--- src/rtl/ex_operand_stage.sv ---
// ex_operand_stage
// Decode-to-execute pipeline register and ALU operand issuer.
//  - Captures D-stage operands, register indices and control on each clk edge
//    (priority: rst_n low, then FlushE, then StallE, then load).
//  - Decodes ALUOpD/funct3D/funct7b5D/opb5D into the 3-bit ALU control code
//    and an illegal-operation flag, registered into ALUControlE/IllegalE.
//  - Resolves RAW hazards by forwarding from the M stage (ALUResultM) or the
//    W stage (ResultW) onto SrcAE and WriteDataE/SrcBE.
// Ports:
//  clk, rst_n (synchronous, active low), StallE, FlushE   : control
//  RD1D, RD2D, ImmExtD, Rs1D, Rs2D, RdD, RegWriteD, ALUSrcD,
//  ALUOpD, funct3D, funct7b5D, opb5D                        : D-stage inputs
//  ALUResultM, RdM, RegWriteM, ResultW, RdW, RegWriteW     : forward sources
//  SrcAE, SrcBE, ALUControlE, WriteDataE, RdE, Rs1E, Rs2E,
//  RegWriteE, IllegalE, ForwardAE, ForwardBE                : E-stage outputs
module ex_operand_stage #(
  parameter int WIDTH   = 32,
  parameter int REGBITS = 5
) (
  input  logic               clk,
  input  logic               rst_n,
  input  logic               StallE,
  input  logic               FlushE,
  input  logic [WIDTH-1:0]   RD1D,
  input  logic [WIDTH-1:0]   RD2D,
  input  logic [WIDTH-1:0]   ImmExtD,
  input  logic [REGBITS-1:0] Rs1D,
  input  logic [REGBITS-1:0] Rs2D,
  input  logic [REGBITS-1:0] RdD,
  input  logic               RegWriteD,
  input  logic               ALUSrcD,
  input  logic [1:0]         ALUOpD,
  input  logic [2:0]         funct3D,
  input  logic               funct7b5D,
  input  logic               opb5D,
  input  logic [WIDTH-1:0]   ALUResultM,
  input  logic [REGBITS-1:0] RdM,
  input  logic               RegWriteM,
  input  logic [WIDTH-1:0]   ResultW,
  input  logic [REGBITS-1:0] RdW,
  input  logic               RegWriteW,
  output logic [WIDTH-1:0]   SrcAE,
  output logic [WIDTH-1:0]   SrcBE,
  output logic [2:0]         ALUControlE,
  output logic [WIDTH-1:0]   WriteDataE,
  output logic [REGBITS-1:0] RdE,
  output logic [REGBITS-1:0] Rs1E,
  output logic [REGBITS-1:0] Rs2E,
  output logic               RegWriteE,
  output logic               IllegalE,
  output logic [1:0]         ForwardAE,
  output logic [1:0]         ForwardBE
);

  localparam logic [1:0] FWD_RF = 2'b00;
  localparam logic [1:0] FWD_W  = 2'b01;
  localparam logic [1:0] FWD_M  = 2'b10;

  // M-stage match wins over W-stage; x0 is hard-wired zero so never forwarded.
  function automatic logic [1:0] fwd_sel(
    input logic [REGBITS-1:0] rs,
    input logic [REGBITS-1:0] rd_m,
    input logic               rw_m,
    input logic [REGBITS-1:0] rd_w,
    input logic               rw_w
  );
    logic [1:0] sel;
    if (rw_m && (rd_m != {REGBITS{1'b0}}) && (rd_m == rs)) begin
      sel = FWD_M;
    end else if (rw_w && (rd_w != {REGBITS{1'b0}}) && (rd_w == rs)) begin
      sel = FWD_W;
    end else begin
      sel = FWD_RF;
    end
    return sel;
  endfunction

  logic [WIDTH-1:0]   rd1_q, rd1_d;
  logic [WIDTH-1:0]   rd2_q, rd2_d;
  logic [WIDTH-1:0]   imm_q, imm_d;
  logic [REGBITS-1:0] rs1_q, rs1_d;
  logic [REGBITS-1:0] rs2_q, rs2_d;
  logic [REGBITS-1:0] rd_q, rd_d;
  logic               regwrite_q, regwrite_d;
  logic               alusrc_q, alusrc_d;
  logic [2:0]         aluctrl_q, aluctrl_d;
  logic               illegal_q, illegal_d;

  logic [2:0]         aluctrl_dec_s;
  logic               illegal_dec_s;

  // ALU control decode from D-stage opcode fields.
  always_comb begin
    aluctrl_dec_s = 3'd0;
    illegal_dec_s = 1'b0;
    case (ALUOpD)
      2'b00: aluctrl_dec_s = 3'd0;
      2'b01: aluctrl_dec_s = 3'd1;
      2'b10: begin
        case (funct3D)
          3'b000: aluctrl_dec_s = (funct7b5D && opb5D) ? 3'd1 : 3'd0;
          3'b111: aluctrl_dec_s = 3'd2;
          3'b110: aluctrl_dec_s = 3'd3;
          3'b100: aluctrl_dec_s = 3'd6;
          3'b010,
          3'b011: aluctrl_dec_s = 3'd5;
          // Shifts are not supported: code 7 makes the ALU return 0.
          3'b001,
          3'b101: begin
            aluctrl_dec_s = 3'd7;
            illegal_dec_s = 1'b1;
          end
          default: aluctrl_dec_s = 3'd0;
        endcase
      end
      default: aluctrl_dec_s = 3'd0;
    endcase
  end

  // Next-state for the E register: flush beats stall beats load.
  always_comb begin
    rd1_d      = rd1_q;
    rd2_d      = rd2_q;
    imm_d      = imm_q;
    rs1_d      = rs1_q;
    rs2_d      = rs2_q;
    rd_d       = rd_q;
    regwrite_d = regwrite_q;
    alusrc_d   = alusrc_q;
    aluctrl_d  = aluctrl_q;
    illegal_d  = illegal_q;
    if (FlushE) begin
      rd1_d      = '0;
      rd2_d      = '0;
      imm_d      = '0;
      rs1_d      = '0;
      rs2_d      = '0;
      rd_d       = '0;
      regwrite_d = 1'b0;
      alusrc_d   = 1'b0;
      aluctrl_d  = 3'd0;
      illegal_d  = 1'b0;
    end else if (StallE) begin
      rd1_d      = rd1_q;
    end else begin
      rd1_d      = RD1D;
      rd2_d      = RD2D;
      imm_d      = ImmExtD;
      rs1_d      = Rs1D;
      rs2_d      = Rs2D;
      rd_d       = RdD;
      regwrite_d = RegWriteD;
      alusrc_d   = ALUSrcD;
      aluctrl_d  = aluctrl_dec_s;
      illegal_d  = illegal_dec_s;
    end
  end

  // E pipeline register with synchronous active-low reset.
  always_ff @(posedge clk) begin
    if (!rst_n) begin
      rd1_q      <= '0;
      rd2_q      <= '0;
      imm_q      <= '0;
      rs1_q      <= '0;
      rs2_q      <= '0;
      rd_q       <= '0;
      regwrite_q <= 1'b0;
      alusrc_q   <= 1'b0;
      aluctrl_q  <= 3'd0;
      illegal_q  <= 1'b0;
    end else begin
      rd1_q      <= rd1_d;
      rd2_q      <= rd2_d;
      imm_q      <= imm_d;
      rs1_q      <= rs1_d;
      rs2_q      <= rs2_d;
      rd_q       <= rd_d;
      regwrite_q <= regwrite_d;
      alusrc_q   <= alusrc_d;
      aluctrl_q  <= aluctrl_d;
      illegal_q  <= illegal_d;
    end
  end

  // Forward selects track the live M/W inputs even while E is stalled.
  always_comb begin
    ForwardAE = fwd_sel(rs1_q, RdM, RegWriteM, RdW, RegWriteW);
    ForwardBE = fwd_sel(rs2_q, RdM, RegWriteM, RdW, RegWriteW);
  end

  // Operand muxes; the unused select 11 falls back to the register value.
  always_comb begin
    case (ForwardAE)
      FWD_M:   SrcAE = ALUResultM;
      FWD_W:   SrcAE = ResultW;
      default: SrcAE = rd1_q;
    endcase
    case (ForwardBE)
      FWD_M:   WriteDataE = ALUResultM;
      FWD_W:   WriteDataE = ResultW;
      default: WriteDataE = rd2_q;
    endcase
    if (alusrc_q) begin
      SrcBE = imm_q;
    end else begin
      SrcBE = WriteDataE;
    end
  end

  assign ALUControlE = aluctrl_q;
  assign IllegalE    = illegal_q;
  assign RdE         = rd_q;
  assign Rs1E        = rs1_q;
  assign Rs2E        = rs2_q;
  assign RegWriteE   = regwrite_q;

endmodule

--- config.mk ---
export PLATFORM = sky130hd
export DESIGN_NAME = ex_operand_stage
export DESIGN_NICKNAME = d
export VERILOG_FILES = /design/src/rtl/ex_operand_stage.sv
export SDC_FILE = /design/constraint.sdc
export NUM_CORES = 1
export LEC_CHECK = 0
export CAP_MARGIN = 15
export CORE_MARGIN = 3
export CORE_UTILIZATION = 44
export DETAILED_ROUTE_END_ITERATION = 6
export PLACE_DENSITY_LB_ADDON = 0.3
export REMOVE_ABC_BUFFERS = 1
export SLEW_MARGIN = 20
export SYNTH_ARGS = -nofsm -noshare
export SYNTH_HDL_FRONTEND = slang
export SYNTH_SLANG_ARGS = --single-unit
--- constraint.sdc ---
create_clock -name clk -period 7.4 [get_ports clk]
set_input_delay 1.85 -clock clk [delete_from_list [all_inputs] [get_ports clk]]
set_output_delay 1.85 -clock clk [all_outputs]
set_load 0.1 [all_outputs]
* Yosys cells after proc, flatten, opt, wreduce, memory -nomap -nowiden
Cells that the tools add are included.
** Storage, ports and cells
- Bits in registers :: 117
- Bits of input ports :: 200
- Output and inout bits :: 120
- Word-level logic and storage cells :: 53
** Cells by class
- Eq/ne operators :: 17
- Muxes and demuxes :: 12
- Bitwise logic cells :: 1
- Reductions and logical operators :: 13
** Operators by type and width (number)
- $pmux W32 S2 :: 2
- $mux W32 :: 1
- $eq A5 B5 Y1 :: 4
- $pmux W3 S6 :: 1
- $eq A3 B3 Y1 const B :: 4
- $reduce_bool A5 Y1 :: 2
- $logic_and A1 B1 Y1 :: 7
- $eq A2 B1 Y1 const B :: 3
- $eq A2 B2 Y1 const B :: 3
- $eq A3 B2 Y1 const B :: 2
- $pmux W3 S2 :: 1
- $reduce_or A2 Y1 :: 3
- $mux W1 :: 5
- $mux W2 :: 2
- $eq A3 B1 Y1 const B :: 1
- $logic_not A3 Y1 :: 1
- $not A1 Y1 :: 1

* Longest topological paths before layout
- Word-level depth :: 8
- Gate-level depth with buffers :: 7

* Worst setup path after synthesis
OpenSTA, ideal clock, no wires.
- Path kind :: input port to output port
- Start :: input RdM[3]
- End :: output SrcBE[10]
- Data arrival time :: 5.633 ns
- Required time :: 5.550 ns
- Path slack :: -0.083 ns
- Cell stages on the path :: 7
- Buffers on the path :: 1
- Cells stage by stage :: xor2_1 nor3_1 nand3_2 inv_1 nor2_2 buf_2 a221oi_1
** On the way
- Cells in the longest elaborated chain, start to end :: 7
** RTL lines
- start: declaration :: RTL line 37 : input logic [REGBITS-1:0] RdM,
- $reduce_bool A5 Y1 :: RTL line 68 : if (rw_m && (rd_m != {REGBITS{1'b0}}) && (rd_m == rs)) begin
- $logic_and A1 B1 Y1 :: RTL line 68
- $logic_and A1 B1 Y1 * :: RTL line 68
- $mux W2 * :: RTL line 68
- named net ForwardBE[1] :: RTL line 52 : output logic [1:0] ForwardBE
- $eq A2 B1 Y1 or $eq A2 B2 Y1 (tied branches) :: RTL line 199 : case (ForwardBE)
- $pmux W32 S2 * :: RTL line 199
- $mux W32 * :: RTL line 204 : if (alusrc_q) begin
- end: declaration :: RTL line 43 : output logic [WIDTH-1:0] SrcBE,
Mark *: on every way through the listed nets, which the timed path passes. The rest lies on a longest branch.

* Worst setup path in the final report
- Start :: input RdM[1]
- End :: output SrcBE[15]
** On the way
- Cells in the longest elaborated chain, start to end :: 7
** RTL lines (RTL line)
- $reduce_bool A5 Y1 :: 68
- $logic_and A1 B1 Y1 :: 68
- $logic_and A1 B1 Y1 * :: 68
- $mux W2 * :: 68
- $eq A2 B1 Y1 or $eq A2 B2 Y1 (tied branches) :: 199
- $pmux W32 S2 * :: 199
- $mux W32 * :: 204
Mark *: on every way between the ends. The rest lies on a longest branch, timed or not.

==> impl_results.md <==
* Actual slew at the worst max-slew pin at 1.00 ns
* Max-Cap Viols at 0
* Final ANT Viol Nets at 0
* Top-count cell post-synth: mux2i_1
* Post-layout util at 0.704
* FP Rows at 43
* Num CTS Buffers at 17
* Vias per inst at 5.17
* Worst VDD drop at 0.166 mV
* Area of the multi-input gates at 0.00365 mm²
* Layout cells sized above 1 at 0.139
* Worst r2r src: alusrc_q
* Reg2reg end: alusrc_q
* Setup crit end: SrcBE[15]
* Iter 0 DRT Violations at 368
* Port Buf Inserts at 319
* Final nets at 1242
* Setup Buffers After CTS at 0
* Ports at 320
* FF+latch count, synth at 117
* Yosys cell types at 31
* CTS Root Cell: clkbuf_16
* GP Congestion at 0.832
* Hold Crit Class: register to register
* Worst-path maximum fanout at 36
* FF-to-FF setup slack at 6.04 ns
* Cell taking the most area after synthesis: dfxtp_1
* Clock tree buffer depth at 2
* ANT cells at 0
* Final min period at 6.66 ns
* Post-Syn Instances at 755
* Yosys top cell area share at 0.364
* Worst EP arrival at 4.81 ns
* Total GRT Usage at 0.254
* Fillers at 1155
* Final Setup Violations at 0
* Initial antenna violation count at 1
* Data required, critical path at 5.55 ns
* Mean Syn Cell Area at 8.52 µm²
* Clk_lat worst skew at 0.40 ns
* Synth Flop Type: dfxtp_1
* Wire per inst at 17.0 µm
* Fmax at 150 MHz
* Period utilization at 0.900
* Drt drc at 0
* Initial core utilization at 0.456
* Clock slew at reported path FFs at 0.05 ns
* H-tree depth at 4
* Relative slew slack at 0.330
* Synth async-reset ratio at 0
* Post_cts resized at 0
* Overflow after GRT at 0
* DP HPWL at 15.2 mm
* Seq. cell area at 0.00234 mm²
* Final Max Slew Viols at 0
* Top post-synthesis cells by area: dfxtp_1 (36%), mux2i_1 (28%), nor2_1 (8.8%)
* Setup Crit Path Kind: input pin to primary output
* RSZ-0062 raised after global routing: no
* Pwr Total at 2.02 mW
* Pleak at 4.11 nW
* Core area at 0.0141 mm²
* EDFF count, synth at 0
* Layout area overhead at 54.4%
* Register area share after synthesis at 0.364
* Critical Path Source Type: input pin
* Post-synth top cells: mux2i_1 (177), nor2_1 (151), dfxtp_1 (117)
* Synth warn at 0
* R2r worst-path depth at 3
* Die area at 0.0161 mm²
* DR pass1 iterations at 5
* # hold bufs at CTS at 0
* Number of global-route vias before repair at 6417
* Clock Skews at 0 ns
* Die W at 127 µm
* TritonCTS sink count at 117
* Worst Setup End Kind: primary output
* Post-Route WL at 20.9 mm
* Outcome: finished, final reports clean
* Post-Syn Area at 0.00643 mm²
* TritonCTS clock tree: yes
* P per Cell Area at 203 mW/mm²
* Final Hold Fails at 0
* First-pass GRT wire length at 32.8 mm
* DIE HEIGHT at 127 µm
* Via count at 6374
* Crit path from: RdM[1]
* Largest net degree at the start of global routing at 74
-- registers in the layout, summed over array words and instances (netlist names) --
name and cells:
ALUControlE 3, IllegalE 1, RdE 5, RegWriteE 1, Rs1E 5, Rs2E 5
alusrc_q 1, imm_q 32, rd1_q 32, rd2_q 32
-- cells by family (layout without fill, tap and decap cells) --
group           Yosys count  count (layout)  synth area share
fa+ha+maj                 2               2           0.00389
flops                   117             117             0.364
compound gates          106             106             0.104
xor+xnor                 21              21            0.0286
mux                     177             177             0.276
buf+inv                  97             395            0.0722
simple gates            235             235             0.152
-- final cells by class --
cell class / instances / area share
repair buffers: 328 / 0.303
multi-input cells: 541 / 0.367
well taps: 180 / 0.0227
clock buffers: 22 / 0.0468
inverters: 35 / 0.0132
clock inverters: 10 / 0.0106
flip-flops and latches: 117 / 0.236
-- power breakdown --
part | internal [mW] | total [mW] | switching, mW
clock | 0.509 | 0.786 | 0.277
sequential | 0.651 | 0.664 | 0.0131
combinational | 0.196 | 0.568 | 0.372
total | 1.36 | 2.02 | 0.662
-- per-layer routing --
layer | vias to the layer above | wire (µm) | GRT usage
met3 | 46 | 1590 | 0.0716
met1 | 2899 | 8110 | 0.287
met5 | - | 13 | 0
met4 | 2 | 699 | 0.112
met2 | 252 | 10500 | 0.444
li1 | 3175 | - | -
-- worst min path at each step --
stage	start	endpoint	depth (start not counted)
after floorplan	rd1_q[0]	rd1_q[0]	2
after global placement	ALUControlE[0]	ALUControlE[0]	2
after detailed placement	ALUControlE[0]	ALUControlE[0]	2
after CTS	ALUControlE[0]	ALUControlE[0]	2
after global routing	ALUControlE[0]	ALUControlE[0]	2
final	ALUControlE[0]	ALUControlE[0]	2
-- placed cells by master (no fill, tap or decap), drive strengths merged --
master	n
xor2	14
buf	110
nor2	152
a211o	1
nor2b	3
clkbuf	22
nand2	34
nand3	1
and2	1
a21oi	35
nor3	37
o21a	2
a31oi	1
clkdlybuf4s50	218
xnor2	7
a32oi	1
inv	35
a221oi	32
bufinv	2
or3	1
mux2i	177
or4	2
nand2b	1
dfxtp	117
ha	2
a22oi	1
and4	3
o21ai	33
clkinvlp	2
clkinv	6
-- critical path: stages --
cell and delay, ns:
clkdlybuf4s50_1 0.47, or4_1 0.55, o21a_1 0.23, nand3_4 0.30, inv_1 0.16, nor2_4 0.45, buf_4 0.36, a221oi_1 0.13
buf_4 0.28
-- stage by stage --
| step | worst slack, ns | hold WS [ns] | area (µm²) | std cells | setup TNS (ns) |
|---|---|---|---|---|---|
| after detailed placement | 0.806 | 0.453 | 9360 | 1201 | 0 |
| after global placement | 0.892 | 0.453 | 9360 | 1201 | 0 |
| final | 0.743 | 0.462 | 9930 | 1233 | 0 |
| after CTS | 0.792 | 0.462 | 9930 | 1233 | 0 |
| after global routing | 0.604 | 0.485 | 9930 | 1233 | 0 |
| after floorplan | -1.58 | 0.463 | 6100 | 693 | -61.59 |
Note: power is estimated with default switching activity, not from simulation.
